File: src/rtl/fwd_scoreboard_if.sv
// Bundle of issue, operand-lookup and status signals between the ID stage
// and the forwarding/hazard scoreboard.
//
// Issue handshake: iss_valid is the request and !hz_stall is the ready. An
// instruction issues on a rising edge only when iss_valid=1, hz_stall=0,
// stall_ext=0 and flush_all=0. The ID stage holds its instruction (and
// iss_*) stable until that edge. hz_stall depends only on table state and
// id_rs/id_rs_used, never on iss_*.
interface fwd_scoreboard_if #(
    parameter int NSRC  = 2,
    parameter int DEPTH = 3,
    parameter int SEL_W = $clog2(DEPTH + 1),
    parameter int CNT_W = 16
);
    logic                  iss_valid;
    logic [4:0]            iss_rd;
    logic                  iss_wr_en;
    logic [SEL_W-1:0]      iss_lat;
    logic [NSRC*5-1:0]     id_rs;
    logic [NSRC-1:0]       id_rs_used;
    logic                  stall_ext;
    logic                  flush_all;
    logic [NSRC*SEL_W-1:0] fw_sel;
    logic                  hz_stall;
    logic                  busy;
    logic [CNT_W-1:0]      stall_cnt;

    // ID-stage side: drives the instruction, observes selects and stall
    modport master (
        output iss_valid, iss_rd, iss_wr_en, iss_lat,
        output id_rs, id_rs_used, stall_ext, flush_all,
        input  fw_sel, hz_stall, busy, stall_cnt
    );

    // Scoreboard side
    modport slave (
        input  iss_valid, iss_rd, iss_wr_en, iss_lat,
        input  id_rs, id_rs_used, stall_ext, flush_all,
        output fw_sel, hz_stall, busy, stall_cnt
    );
endinterface

File: src/rtl/fwd_scoreboard.sv
// Per-register table of in-flight writers (x1..x31). Each entry records how
// many stages past issue the writer is (age) and the first stage whose output
// carries its result (lat). ID operands forward from stage 'age' once
// age >= lat, otherwise they interlock.
module fwd_scoreboard #(
    parameter int NSRC  = 2,
    parameter int DEPTH = 3,
    parameter int SEL_W = $clog2(DEPTH + 1),
    parameter int CNT_W = 16
) (
    input logic             clk,
    input logic             nrst,
    fwd_scoreboard_if.slave bus
);
    localparam logic [SEL_W-1:0] DEPTH_S = SEL_W'(DEPTH);
    localparam logic [SEL_W-1:0] ONE_S   = SEL_W'(1);

    // Entry 0 exists only to keep indexing simple; it is never allocated.
    logic [31:0]           v_q, v_d;
    logic [SEL_W-1:0]      age_q [32];
    logic [SEL_W-1:0]      age_d [32];
    logic [SEL_W-1:0]      lat_q [32];
    logic [SEL_W-1:0]      lat_d [32];
    logic [CNT_W-1:0]      cnt_q, cnt_d;

    logic [NSRC-1:0]       req;
    logic [NSRC*SEL_W-1:0] sel;
    logic                  hz;
    logic                  issue_fire;
    logic [SEL_W-1:0]      lat_clamped;

    // Operand lookup: forward when the producer's result exists, else stall
    always_comb begin
        sel = '0;
        req = '0;
        for (int i = 0; i < NSRC; i++) begin
            if (bus.id_rs_used[i] && (bus.id_rs[5*i +: 5] != 5'd0) &&
                v_q[bus.id_rs[5*i +: 5]]) begin
                if (age_q[bus.id_rs[5*i +: 5]] >= lat_q[bus.id_rs[5*i +: 5]])
                    sel[SEL_W*i +: SEL_W] = age_q[bus.id_rs[5*i +: 5]];
                else
                    req[i] = 1'b1;
            end
        end
    end

    assign hz         = |req;
    assign issue_fire = bus.iss_valid & ~hz & ~bus.stall_ext & ~bus.flush_all;

    // Latency clamp: 0 behaves as an EXE result, anything deeper as the last stage
    always_comb begin
        lat_clamped = bus.iss_lat;
        if (bus.iss_lat == '0)
            lat_clamped = ONE_S;
        else if (bus.iss_lat > DEPTH_S)
            lat_clamped = DEPTH_S;
    end

    // Table next state: flush beats freeze beats advance; a new issue beats age-out
    always_comb begin
        v_d   = v_q;
        age_d = age_q;
        lat_d = lat_q;
        if (bus.flush_all) begin
            v_d = '0;
        end else if (!bus.stall_ext) begin
            for (int r = 1; r < 32; r++) begin
                if (v_q[r]) begin
                    if (age_q[r] >= DEPTH_S)
                        v_d[r] = 1'b0;
                    else
                        age_d[r] = age_q[r] + ONE_S;
                end
            end
            if (issue_fire && bus.iss_wr_en && (bus.iss_rd != 5'd0)) begin
                v_d[bus.iss_rd]   = 1'b1;
                age_d[bus.iss_rd] = ONE_S;
                lat_d[bus.iss_rd] = lat_clamped;
            end
        end
    end

    // Hazard-stall counter, frozen cycles excluded, saturating at all-ones
    always_comb begin
        cnt_d = cnt_q;
        if (hz && !bus.stall_ext && !bus.flush_all && (cnt_q != '1))
            cnt_d = cnt_q + CNT_W'(1);
    end

    // State registers
    always_ff @(posedge clk or negedge nrst) begin
        if (!nrst) begin
            v_q   <= '0;
            cnt_q <= '0;
            for (int r = 0; r < 32; r++) begin
                age_q[r] <= '0;
                lat_q[r] <= '0;
            end
        end else begin
            v_q   <= v_d;
            cnt_q <= cnt_d;
            for (int r = 0; r < 32; r++) begin
                age_q[r] <= age_d[r];
                lat_q[r] <= lat_d[r];
            end
        end
    end

    assign bus.fw_sel    = sel;
    assign bus.hz_stall  = hz;
    assign bus.busy      = |v_q;
    assign bus.stall_cnt = cnt_q;
endmodule

File: src/flat_wrapper.sv
// flat-port wrapper written by rule: the top's interface ports become plain ports
module fwd_scoreboard_flat 
#(
    parameter int NSRC  = 2,
    parameter int DEPTH = 3,
    parameter int SEL_W = $clog2(DEPTH + 1),
    parameter int CNT_W = 16
)
  (clk, nrst, bus_iss_valid, bus_iss_rd, bus_iss_wr_en, bus_iss_lat, bus_id_rs, bus_id_rs_used, bus_stall_ext, bus_flush_all, bus_fw_sel, bus_hz_stall, bus_busy, bus_stall_cnt);
  fwd_scoreboard_if #(.NSRC(NSRC), .DEPTH(DEPTH), .SEL_W(SEL_W), .CNT_W(CNT_W)) bus_i ();
  input logic clk;
  input logic nrst;
  input wire logic [$bits(bus_i.iss_valid)-1:0] bus_iss_valid;
  input wire logic [$bits(bus_i.iss_rd)-1:0] bus_iss_rd;
  input wire logic [$bits(bus_i.iss_wr_en)-1:0] bus_iss_wr_en;
  input wire logic [$bits(bus_i.iss_lat)-1:0] bus_iss_lat;
  input wire logic [$bits(bus_i.id_rs)-1:0] bus_id_rs;
  input wire logic [$bits(bus_i.id_rs_used)-1:0] bus_id_rs_used;
  input wire logic [$bits(bus_i.stall_ext)-1:0] bus_stall_ext;
  input wire logic [$bits(bus_i.flush_all)-1:0] bus_flush_all;
  output wire logic [$bits(bus_i.fw_sel)-1:0] bus_fw_sel;
  output wire logic [$bits(bus_i.hz_stall)-1:0] bus_hz_stall;
  output wire logic [$bits(bus_i.busy)-1:0] bus_busy;
  output wire logic [$bits(bus_i.stall_cnt)-1:0] bus_stall_cnt;
  assign bus_i.iss_valid = bus_iss_valid;
  assign bus_i.iss_rd = bus_iss_rd;
  assign bus_i.iss_wr_en = bus_iss_wr_en;
  assign bus_i.iss_lat = bus_iss_lat;
  assign bus_i.id_rs = bus_id_rs;
  assign bus_i.id_rs_used = bus_id_rs_used;
  assign bus_i.stall_ext = bus_stall_ext;
  assign bus_i.flush_all = bus_flush_all;
  assign bus_fw_sel = bus_i.fw_sel;
  assign bus_hz_stall = bus_i.hz_stall;
  assign bus_busy = bus_i.busy;
  assign bus_stall_cnt = bus_i.stall_cnt;
  fwd_scoreboard #(.NSRC(NSRC), .DEPTH(DEPTH), .SEL_W(SEL_W), .CNT_W(CNT_W)) u_core (.clk(clk), .nrst(nrst), .bus(bus_i));
endmodule
File: config.mk
export PLATFORM = sky130hd
export DESIGN_NAME = fwd_scoreboard_flat
export DESIGN_NICKNAME = d
export VERILOG_FILES = /design/src/rtl/fwd_scoreboard_if.sv /design/src/rtl/fwd_scoreboard.sv /design/src/flat_wrapper.sv
export SDC_FILE = /design/constraint.sdc
export NUM_CORES = 1
export LEC_CHECK = 0
export CAP_MARGIN = 40
export CORE_ASPECT_RATIO = 0.7
export CORE_MARGIN = 8
export CORE_UTILIZATION = 50
export CTS_CLUSTER_SIZE = 10
export DETAILED_ROUTE_END_ITERATION = 16
export GPL_TIMING_DRIVEN = 1
export PLACE_DENSITY = 0.78
export SLEW_MARGIN = 30
export SYNTH_ARGS = -nofsm -noshare
export SYNTH_HDL_FRONTEND = slang
export SYNTH_SLANG_ARGS = --single-unit
File: constraint.sdc
create_clock -name clk -period 5.2 [get_ports clk]
set_clock_uncertainty 0.15 [all_clocks]
set_input_delay 0.52 -clock clk [delete_from_list [all_inputs] [get_ports clk]]
set_output_delay 0.52 -clock clk [all_outputs]
set_load 0.05 [all_outputs]
==> reports/results.ini, run 1 <==
[cts]
cts_root_buf = clkbuf_16
clock_path_buffers = 2
cts_tree = built
clkLatencyLatePin_ps = 460
clkSlewWorstSetupHoldPaths_ps = 70
cts_setup_buffers = 0
cts.sinks = 176
h-tree-depth = 4
numCtsBuffers = 17

[synth]
ys_seq_area_share_pct = 42.7
syn_area_sq_mm = 0.0103
synth_fp_nets = 888
ys.warnings.count = 0
synthAdderAreaFrac_pct = 0.607
synth_compound_area_share_pct = 10.0
synth_top_family_by_area = multiplexers
synth_mux_area_share_pct = 28.2
ys_ff_latch = 176
async_flop_share_pct = 100
netlist_instances = 858
synth_cell_types = 58
synth_edf_count = 0
synthSimpleGateAreaFrac_pct = 13.4
syn_area_per_cell_sq_um = 12.0
synth_xor_area_share_pct = 1.10
ys.flop_type = dfrtp_1

[timing]
timing.final.ws_setup_ps = 506
period_share_pct = 90.3
setup_viol = 0
finalHoldViolCount = 0
period_needed_ps = 4690
timing.fmax_ghz = 0.213
tightestPinTransition_ps = 854
rsz0062_at_grt = false
drv_slew = 0
finalSetupTns_ps = 0
maxSlewHeadroom_pct = 42.9

[drt]
wl_per_cell_microns = 24.5
vias = 7791
dr.pass1.iters = 5
routed_wl_microns = 28700
ant_nets = 0
vias_per_cell = 6.64
drcViolationCount = 0
drt_iter0_markers = 939

[worst_setup_path]
required_ps = 4530
worstPathArrival_ps = 4020
reg2reg_slack_ps = 1280
critPathCaptureType = output pin
start_kind = input pin
worstSetupPathType = in2out
path_max_fanout = 11

[pwr]
powerDensity_mw_per_mm2 = 288
p_leak_nw = 5.10
peakVddDrop_mv = 0.237
finalPower_mw = 3.36

[die]
ioPinCount = 47
fp.dieH_microns = 136
placementRows = 44
chipWidth_microns = 188
core_region_area_sq_mm = 0.0205
dieArea_sq_mm = 0.0256
initial_core_util_pct = 50.4

[global_route]
grt_pass1_wl_microns = 45700
grtUsageTotal_pct = 23.4
grt_start_max_net_pins = 77
overflow = 0
grt_pass1_vias = 7705
antenna_found_initial = 0

[finish]
drive_above_1_share_pct = 26.5
n_fill_cell = 1689
final_common_cell = dfrtp_1
layout_common_cells = dfrtp_1 (176), mux4_2 (86), a21oi_1 (55), nand2_1 (51), nand3_1 (51)
ff_latch_area_sq_mm = 0.00440
multiInputGateArea_sq_mm = 0.00551
synthToLayoutAreaGrowth_pct = 13.1
fin_area_sq_mm = 0.0117
fin_nets = 914

[place]
postPlaceCellArea_sq_mm = 0.0110
dp_hpwl_microns = 20600
gp_congestion = 0.951
dp_slack_ps = 512
numPortBuffers = 46

[hold_path]
hp-class = reg2reg

[run_status]
status = finished, final reports clean

[flow_run]
drv_cap = 0

-- sequential cells by signal, summed over array words and instances (netlist names) --
| signal | flops |
|---|---|
| u_core.lat_q | 64 |
| u_core.bus.stall_cnt | 16 |
| u_core.v_q | 32 |
| u_core.age_q | 64 |
-- cell type report --
class                      instances  share of cell area [%]
clock inverter                    15                    1.49
clock buffer                      17                    3.65
timing repair buffer              67                    5.85
antenna                            1                  0.0215
tap                              276                    2.96
multi-input combinational        591                    47.2
inverter                          31                    1.04
sequential                       176                    37.8
-- stage by stage --
| stage | utilization (%) | hold WS (ps) | instances |
|---|---|---|---|
| CTS | 56.8 | 252 | 1172 |
| global route | 56.9 | 268 | 1173 |
| detailed placement | 53.9 | 236 | 1139 |
| global placement | 53.9 | 229 | 1139 |
| finish | 57.0 | 254 | 1174 |
| floorplan | - | 74.4 | 858 |
-- synth_stat cells, types with 3 or more instances --
master / number / area (sq um)
xor2_1: 11 / 96.3
nor2_1: 38 / 143
a21boi_0: 14 / 105
mux2_2: 48 / 541
o21a_1: 6 / 45.0
nand4_1: 8 / 50.1
and2_1: 5 / 31.3
buf_1: 3 / 11.3
a31o_2: 11 / 96.3
nor2b_1: 14 / 87.6
nand3_1: 51 / 255
mux2_1: 11 / 124
o22ai_1: 4 / 25.0
dfrtp_1: 176 / 4400
o211ai_1: 20 / 150
buf_2: 13 / 65.1
a211oi_1: 3 / 22.5
nor3_1: 11 / 55.1
and4_1: 3 / 26.3
o21ai_0: 21 / 105
a21oi_1: 55 / 275
clkbuf_1: 37 / 139
nand2_1: 51 / 191
and3_1: 7 / 43.8
o21bai_1: 11 / 82.6
nor4_1: 11 / 68.8
nor3_4: 5 / 81.3
nand3b_1: 11 / 82.6
mux2i_1: 22 / 220
buf_6: 5 / 56.3
mux2_4: 6 / 90.1
or3_4: 3 / 33.8
nand2b_1: 6 / 37.5
inv_1: 30 / 113
mux4_2: 86 / 1940
nor4_2: 6 / 75.1
ha_1: 5 / 62.6
-- where the power goes --
part           switching, mW  internal [mW]
Clock                  0.633          0.685
Sequential             0.108           1.45
Combinational          0.260          0.228
Total                   1.00           2.36
-- critical path, stage by stage --
cell	delay, ps
clkdlybuf4s50_1	470
inv_1	520
mux4_2	600
mux2_2	280
ha_1	260
nand2b_1	90
a21oi_1	90
nand2b_1	170
nor2b_1	180
clkdlybuf4s50_1	840
-- cells by family (layout without fill, tap and decap cells) --
family          after synthesis  in the layout
mux                         173            173
simple gates                242            242
compound gates              158            158
other cells                   0              1
fa+ha+maj                     5              5
xor+xnor                     13             13
flops                       176            176
buf+inv                      91            130
-- path summary, 6_finish.rpt --
path / startpoint / to / cells past startpoint
worst max-delay path: bus_id_rs[3] / bus_fw_sel[1] / 10
worst min-delay path: u_core.age_q[62]$_DFFE_PN0P_ / u_core.age_q[62]$_DFFE_PN0P_ / 0
worst max register to register: u_core.age_q[18]$_DFFE_PN0P_ / u_core.lat_q[28]$_DFFE_PN0P_ / 10
worst min register to register: u_core.age_q[62]$_DFFE_PN0P_ / u_core.age_q[62]$_DFFE_PN0P_ / 0
max in group asynchronous: nrst / u_core.lat_q[8]$_DFFE_PN0P_ / 3
min in group asynchronous: nrst / u_core.v_q[11]$_DFFE_PN0P_ / 2
-- per-layer routing --
metal	vias up	track usage, %	part of all wire (%)
li1	3315	-	-
met1	3960	34.0	43
met2	477	32.2	42
met3	39	8.92	13
met4	0	6.02	1.2
met5	-	0	0
-- what timing repair did --
item / CTS / global route
endpoints found under the hold margin: 74 / 0
gates resized for setup: 0 / 0
hold buffers: 1 / 0
(Power assumes the default switching activity.)
==> run 2: changes to the inputs <==
- CORE_UTILIZATION: 50 -> 30
- CTS_CLUSTER_DIAMETER: not set -> 150
- PLACE_DENSITY: 0.78 -> 0.55
- SLEW_MARGIN: 30 -> not set
==> run 2 against run 1 <==
Cell area up 2.3%. Critical path depth up 1. Global-route usage is 7.8 points lower. Highest routed layer unchanged.
==> reports/results.ini, run 2 (synthesized netlist as in run 1, its figures left out) <==
[timing]
finalHoldViolCount = 0
timing.fmax_ghz = 0.223
period_share_pct = 86.2
period_needed_ps = 4480
setup_viol = 0
rsz0062_at_grt = false
tightestPinTransition_ps = 825
maxSlewHeadroom_pct = 44.6
finalSetupTns_ps = 0
drv_slew = 0

[cts]
cts_setup_buffers = 0
numCtsBuffers = 17
cts.sinks = 176
cts_tree = built
h-tree-depth = 4
clkLatencyLatePin_ps = 450
clock_path_buffers = 2
clkSlewWorstSetupHoldPaths_ps = 70
cts_root_buf = clkbuf_16
cts_resized = 0

[global_route]
grt_pass1_wl_microns = 47800
grt_pass1_vias = 7303
antenna_found_initial = 0
grt_start_max_net_pins = 66
overflow = 0
grtUsageTotal_pct = 15.5

[place]
dp_hpwl_microns = 22400
gp_congestion = 0.906
numPortBuffers = 46

[die]
initial_core_util_pct = 30.6
chipWidth_microns = 238
placementRows = 56
core_region_area_sq_mm = 0.0337
dieArea_sq_mm = 0.0407
ioPinCount = 47
fp.dieH_microns = 171

[worst_setup_path]
path_max_fanout = 35
critPathCaptureType = output pin
max_stage_delay_ps = 550
r2r_cells = 10
path_delay_family = multiplexers
required_ps = 4530
worstSetupPathType = in2out
worstPathArrival_ps = 3810
start_kind = input pin
regToRegEndpoint = u_core.lat_q[4]$_DFFE_PN0P_
reg2reg_from = u_core.lat_q[50]$_DFFE_PN0P_
critPathBufInv = 4
worstPathCellList = buf_4 -> buf_12 -> mux4_2 -> mux4_2 -> mux2i_1 -> ha_1 -> nand2b_1 -> a21o_1 -> o2bb2a_4 -> inv_6 -> buf_12
cpMaxStageDelayCell = mux4_2
reg2reg_slack_ps = 1280

[drt]
vias = 7664
drt_iter0_markers = 957
dr.pass1.iters = 5
routed_wl_microns = 31000
drcViolationCount = 0
vias_per_cell = 5.63
wl_per_cell_microns = 22.7
ant_nets = 0

[finish]
drive_above_1_share_pct = 26.8
diodes = 0
multiInputGateArea_sq_mm = 0.00551
fin_nets = 915
layout_common_cells = dfrtp_1 (176), mux4_2 (86), a21oi_1 (55), nand2_1 (51), nand3_1 (51)
synthToLayoutAreaGrowth_pct = 15.7
reg.largest.list = u_core.age_q: 64 flops, u_core.lat_q: 64 flops, u_core.v_q: 32 flops
ff_latch_area_sq_mm = 0.00440
final_common_cell = dfrtp_1
n_fill_cell = 3272

[pwr]
peakVddDrop_mv = 0.197
powerDensity_mw_per_mm2 = 293
p_leak_nw = 5.12
finalPower_mw = 3.50

[hold_path]
hold_path_depth = 0
min_from = u_core.lat_q[63]$_DFFE_PN0P_
hp-class = reg2reg
whs_endpoint = u_core.lat_q[63]$_DFFE_PN0P_

[flow_run]
drv_cap = 0

[run_status]
status = finished, final reports clean

==> run 2: changes by cell type in the layout (fill, tap and decap cells not counted), sizes merged, moves of 2 or more <==
cell	delta
buf	+4
bufinv	+3
clkbuf	+2
clkdlybuf4s50	-3
clkinv	-5
==> run 2: stage by stage <==
step	instance area (sq um)	hold WS [ps]	util [%]	cells	worst slack [ps]
after floorplan	10300	74.4	-	858	138
after global placement	11300	232	33.4	1328	665
after detailed placement	11300	234	33.5	1329	656
after CTS	11900	248	35.4	1362	699
after global routing	11900	272	35.4	1362	541
final	11900	248	35.4	1362	719
==> run 2: cell type report <==
type	count	area share (%)
Sequential cell	176	36.9
Clock buffer	19	3.71
Multi-Input combinational cell	591	46.2
Timing Repair Buffer	68	5.67
Clock inverter	13	1.69
Inverter	31	1.02
Tap cell	464	4.86
==> run 2: how the worst max path moves through the flow <==
stage	startpoint	to	slack [ps]	depth (start not counted)
2_1_floorplan	bus_id_rs[5]	bus_fw_sel[3]	140	13
3_3_place_gp	bus_id_rs[3]	u_core.lat_q[11]$_DFFE_PN0P_	670	11
3_5_place_dp	bus_id_rs[3]	u_core.lat_q[10]$_DFFE_PN0P_	660	11
4_1_cts	bus_id_rs[5]	bus_hz_stall	700	11
5_1_grt	bus_id_rs[5]	bus_hz_stall	540	11
6_report	bus_id_rs[5]	bus_hz_stall	720	11
==> run 2: metal layers <==
| layer | vias up | share of wire [%] | routed length (microns) | track usage, % |
|---|---|---|---|---|
| met4 | 0 | 0.78 | 242 | 2.60 |
| met1 | 4002 | 48 | 14900 | 23.7 |
| met5 | - | 0 | 0 | 0 |
| met2 | 327 | 40 | 12500 | 20.5 |
| li1 | 3315 | - | - | - |
| met3 | 20 | 10 | 3250 | 5.91 |
==> run 2: worst reg2reg max path, cell delays in order, from the launching register on <==
cell and delay (ps):
dfrtp_1 400, mux4_2 520, mux4_2 480, mux2_2 270, ha_1 260, nand2b_1 110, a21oi_1 90, o2bb2a_4 530
inv_6 210, nor3_2 390, mux2_2 390
==> run 2: power by group <==
part           internal (mW)  leakage, nW  switching, mW
Clock                  0.831        0.309          0.606
Sequential              1.45         2.30          0.104
Combinational          0.228         2.51          0.279
==> run 2: what timing repair did <==
item	in CTS	in global routing
endpoints found under the hold margin	26	0
endpoints found under the setup margin	0	0
hold buffers	1	0
==> run 3: changes to the inputs <==
- SETUP_SLACK_MARGIN: not set -> 0.3
==> run 3 against run 2 <==
Sequential power barely moved. Cell area is 0.36% lower. Worst hold slack improved by 1.9 ps. Critical path type unchanged. Largest cell class unchanged. Largest power group unchanged.
==> reports/results.ini, run 3 (synthesized netlist as in run 1, its figures left out) <==
[run_status]
status = finished, final reports clean

[timing]
finalHoldViolCount = 0
setup_viol = 0
finalSetupTns_ps = 0
rsz0062_at_grt = false
period_share_pct = 85.4
maxSlewHeadroom_pct = 48.5
drv_slew = 0
timing.fmax_ghz = 0.225
period_needed_ps = 4440
tightestPinTransition_ps = 766

[hold_path]
whs_endpoint = u_core.lat_q[63]$_DFFE_PN0P_
hp-class = reg2reg
hold_path_depth = 0
min_from = u_core.lat_q[63]$_DFFE_PN0P_

[pwr]
seq_power_share_pct = 45.6
clockPowerShare_pct = 39.9
switching_share_pct = 29.2
p_switching_uw = 997
pwr-share-comb_pct = 14.5
powerDensity_mw_per_mm2 = 287
p_leak_nw = 5.10
peakVddDrop_mv = 0.239
internal_power_mw = 2.42

[finish]
diodes = 0
final_common_cell = dfrtp_1
reg.largest.list = u_core.age_q: 64 flops, u_core.lat_q: 64 flops, u_core.v_q: 32 flops
drive_above_1_share_pct = 26.9
synthToLayoutAreaGrowth_pct = 15.3
fin_nets = 914
fin_area_sq_mm = 0.0119
layout_common_cells = dfrtp_1 (176), mux4_2 (86), a21oi_1 (55), nand2_1 (51), nand3_1 (51)

[drt]
drcViolationCount = 0
vias = 7566
ant_nets = 0
drt_iter0_markers = 773
wl_per_cell_microns = 22.4
dr.pass1.iters = 5
vias_per_cell = 5.56
routed_wl_microns = 30500

[cts]
numCtsBuffers = 17
holdBufCountCts = 1
clkLatencyLatePin_ps = 460
clkSlewWorstSetupHoldPaths_ps = 70
cts_tree = built
cts_root_buf = clkbuf_16
h-tree-depth = 4
cts_setup_buffers = 0
clock_path_buffers = 2
cts.sinks = 176
cts_resized = 0

[worst_setup_path]
regToRegEndpoint = u_core.lat_q[39]$_DFFE_PN0P_
reg2reg_from = u_core.age_q[2]$_DFFE_PN0P_
path_delay_family = buffers and inverters
worstPathArrival_ps = 3770
reg2reg_slack_ps = 1440
cpMostUsedCell = buf_4
worstSetupPathType = in2out
cpMaxStageDelayCell = mux4_2
critPathBufInv = 4
critPathCaptureType = output pin
required_ps = 4530
r2r_cells = 10
path_max_fanout = 32
worstPathCellList = buf_4 -> buf_4 -> mux4_2 -> mux2i_1 -> a21oi_1 -> nor2_1 -> nand2_1 -> o21ai_0 -> ha_1 -> a21o_1 -> o2bb2a_4 -> inv_6 -> buf_12
max_stage_delay_ps = 570
start_kind = input pin

[place]
numPortBuffers = 46
postPlaceCellArea_sq_mm = 0.0113
gp_congestion = 0.836
dp_hpwl_microns = 22400

[die]
dieArea_sq_mm = 0.0407
ioPinCount = 47
placementRows = 56
initial_core_util_pct = 30.6
core_region_area_sq_mm = 0.0337
chipWidth_microns = 238
fp.dieH_microns = 171

[global_route]
grt_pass1_vias = 7263
grtUsageTotal_pct = 15.5
antenna_found_initial = 0
overflow = 0
grt_start_max_net_pins = 86
grt_pass1_wl_microns = 47400

[flow_run]
drv_cap = 0

run 3: final cells by class:
type	count	area, sq um
flip-flops and latches	176	4400
fillers	3274	21800
well taps	464	581
multi-input cells	591	5520
clock inverters	14	171
clock buffers	18	439
repair buffers	67	662
inverters	31	121
run 3: power groups by stage:
stage | logic (mW) | clock network, mW | registers (mW)
floorplan | 0.309 | 0 | 1.56
finish | 0.496 | 1.36 | 1.56
detailed placement | 0.497 | 0 | 1.58
CTS | 0.499 | 1.39 | 1.55
global route | 0.539 | 1.44 | 1.57
global placement | 0.486 | 0 | 1.58
run 3: layer usage:
metal	wire [microns]	part of all wire (%)	vias to the layer above	global-route usage (%)
met3	2860	9.4	28	5.19
met5	0	0	-	0
met4	324	1.1	0	3.59
met2	12600	41	303	21.2
met1	14800	48	3912	23.0
li1	-	-	3323	-
run 3: how the worst max path moves through the flow:
stage               cells past startpoint                      endpoint          from  slack (ps)
finish                                 13                  bus_hz_stall  bus_id_rs[5]         760
global route                           10                  bus_hz_stall  bus_id_rs[3]         560
CTS                                    13                  bus_hz_stall  bus_id_rs[5]         730
detailed placement                     11  u_core.lat_q[16]$_DFFE_PN0P_  bus_id_rs[3]         710
global placement                       11  u_core.lat_q[17]$_DFFE_PN0P_  bus_id_rs[1]         680
floorplan                              13                 bus_fw_sel[2]  bus_id_rs[5]         540
run 3: stage by stage:
step / std cells / setup slack, ps / total power, mW / hold WS (ps) / util [%]
finish: 1361 / 759 / 3.41 / 250 / 35.3
global route: 1361 / 560 / 3.55 / 266 / 35.3
CTS: 1361 / 732 / 3.45 / 252 / 35.3
detailed placement: 1328 / 709 / 2.08 / 234 / 33.4
global placement: 1326 / 682 / 2.06 / 228 / 33.3
floorplan: 858 / 540 / 1.87 / 74.4 / -
run 3: worst register-to-register path: stages, from the launching register on:
cell and delay, ps:
dfrtp_1 470, mux4_2 520, mux4_2 560, mux2i_1 240, ha_1 260, nand2b_1 150, a21o_1 200, o2bb2a_4 300
buf_4 240, nand3_1 200, mux2_2 360
==> RTL edit, RTL diff (settings of run 1) <==
`v_q` no longer has a reset.
--- a/src/rtl/fwd_scoreboard.sv
+++ b/src/rtl/fwd_scoreboard.sv
@@ -92,3 +92,2 @@
         if (!nrst) begin
-            v_q   <= '0;
             cnt_q <= '0;
@@ -99,3 +98,2 @@
         end else begin
-            v_q   <= v_d;
             cnt_q <= cnt_d;
@@ -108,2 +106,6 @@
 
+    always_ff @(posedge clk) begin
+        v_q <= v_d;
+    end
+
     assign bus.fw_sel    = sel;
Formal check against the unedited RTL: not equivalent (a bounded check fails within 4 cycles, from zero or initial values and one cycle with nrst low).
==> RTL edit against run 1 <==
  * Total power rose by 1.3%
  * Non-clock buffer count rose by 6
  * Sequential cell count did not move
  * Critical path depth rose by 3
  * Sequential power fell by 3%
  * Wire length rose by 7.7%
  * Combinational power fell by 3%
  * Synthesized area rose by 0.13%
  * Worst setup slack improved by 0.094 ns
  * Cell area rose by 0.90%
  * Critical path type unchanged
  * Critical endpoint is now bus_hz_stall
  * Largest cell class unchanged
  * Largest power group unchanged
==> RTL edit: results (changes against run 1) <==
Synth Flop Type: dfrtp_1
post-cts gate resize count: 0 (unchanged)
CTS Hold Bufs: 0 (-1)
DRT iter0 DRCs: 1099 (+17%)
CTS Buf Count: 17 (unchanged)
post-CTS setup buffer count: 0 (unchanged)
status: finished, final reports clean
Lkg Pwr: 5.09 nW (about the same)
vias in the first global route: 7747 (+0.55%)
Avg Inst Size Synth: 11.1 um2 (-7.6%)
vias per cell: 6.53 (-1.6%)
multi-input logic area: 0.00571 mm2 (+3.7%)
mux cell area share after synthesis: 26.9% (-1.3 points)
largest net degree at the start of global routing: 92 (+19%)
initial antenna violation count: 1 (+1)
delay-heaviest family, CP: buffers and inverters
# H-tree levels: 4 (unchanged)
Fillers: 1668 (-1.2%)
Total GRT Usage: 24.3% (+0.96 points)
Nets: 985 (+7.8%)
drt first pass iters: 6 (+1)
sequential element share of the synthesized area: 41.1% (-1.6 points)
XOR/XNOR Fraction of Synth Area: 1.27% (+0.17 points)
Hold WC Path Type: reg -> reg
Worst VDD drop: 0.218 mV (-8.0%)
Yosys warning total: 0 (unchanged)
dpl hpwl: 21700 um (+5.5%)
top flop regs: u_core.age_q: 64 flops, u_core.lat_q: 64 flops, u_core.v_q: 32 flops
Post-synth EDFFs: 0 (unchanged)
Port Buffer Count: 46 (unchanged)
CP arrival: 3.93 ns (-0.09 ns)
top post-synthesis cells by area: dfrtp_1 35%, mux4_2 16%, dfxtp_1 6.2%
Max FO, Critical Path: 32 (+21)
Root Driver: clkbuf_16
Syn Nets: 960 (+8.1%)
RePlAce Congestion: 0.966 (+1.6%)
clock tree buffer depth: 2 (unchanged)
adder-cell share of the synthesized area: 0.606% (-0.00081 points)
Clock Latency Late Sink: 0.45 ns
layout cells sized above 1: 22.4% (-4.1 points)
drt total wl: 30900 um (+7.7%)
first-pass GRT wire length: 47700 um (+4.3%)
Antenna Cells: 0 (-1)
placed instance count: 1209 (+6.1%)
synth unique cells: 55 (-5.2%)
Slew @ Worst Pin: 0.887 ns (+0.0331 ns)
Synth Area in Compound Gates: 11.2% (+1.1 points)
max incr delay on CP: 0.68 ns (-0.16 ns)
Worst-path clk slew: 0.07 ns (about the same)
Synth async-reset ratio: 81.8% (-18 points)
Crit-path slowest cell: clkdlybuf4s50_1
Vias: 8127 (+4.3%)
placed cell areas: 0.0111 mm2 (+0.43%)
top cells by count, synth: 144 x dfrtp_1, 78 x nand2_1, 73 x mux4_2
-- RTL edit: path summary, 6_finish.rpt --
check / start / endpoint / slack (ns) / depth (start not counted)
worst max register to register: u_core.age_q[2]$_DFFE_PN0P_ / u_core.lat_q[30]$_DFFE_PN0P_ / 1.31 / 13
worst min-delay path: u_core.lat_q[63]$_DFFE_PN0P_ / u_core.lat_q[63]$_DFFE_PN0P_ / 0.25 / 0
worst max-delay path: bus_id_rs[2] / bus_hz_stall / 0.60 / 13
min in group asynchronous: nrst / u_core.lat_q[59]$_DFFE_PN0P_ / 0.34 / 2
max in group asynchronous: nrst / u_core.age_q[16]$_DFFE_PN0P_ / 3.60 / 3
worst min register to register: u_core.lat_q[63]$_DFFE_PN0P_ / u_core.lat_q[63]$_DFFE_PN0P_ / 0.25 / 0
-- RTL edit: power by group --
part / switching, mW / internal (mW) / total, mW
clock: 0.588 / 0.825 / 1.41
combinational: 0.270 / 0.205 / 0.475
sequential: 0.0898 / 1.43 / 1.52
-- RTL edit: area by class of cell --
class	count	area share, %
tap	276	2.93
multi-input combinational	664	48.6
clock buffer	18	3.73
inverter	23	0.734
sequential	176	36.1
clock inverter	14	1.71
timing repair buffer	73	6.27
-- RTL edit: through the flow --
stage | hold slack, ns | setup WS (ns)
2_1_floorplan | 0.0744 | 0.0281
6_report | 0.255 | 0.600
5_1_grt | 0.261 | 0.443
3_5_place_dp | 0.237 | 0.638
3_3_place_gp | 0.236 | 0.673
4_1_cts | 0.0335 | 0.683
-- RTL edit: routing by layer --
layer | track usage, % | part of all wire, % | up-vias
met5 | 0 | 0.16 | -
met4 | 7.64 | 2.2 | 2
met3 | 10.1 | 12 | 67
met2 | 33.7 | 42 | 441
met1 | 34.0 | 43 | 4080
li1 | - | - | 3537
-- RTL edit: worst reg2reg max path, stage by stage, from the launching register on --
cell      delay [ns]
dfrtp_1         0.45
mux4_2          0.50
mux2_2          0.31
a221oi_1        0.32
nand2_1         0.10
o21ai_0         0.14
ha_1            0.27
nand2b_1        0.14
a21oi_1         0.33
a32oi_4         0.11
inv_2           0.11
buf_12          0.19
or3_1           0.30
mux2_2          0.36
-- RTL edit: logic make-up after synthesis --
group,after synthesis
mux,173
xor+xnor,15
fa+ha+maj,5
compound gates,181
simple gates,290
flops,176
buf+inv,90
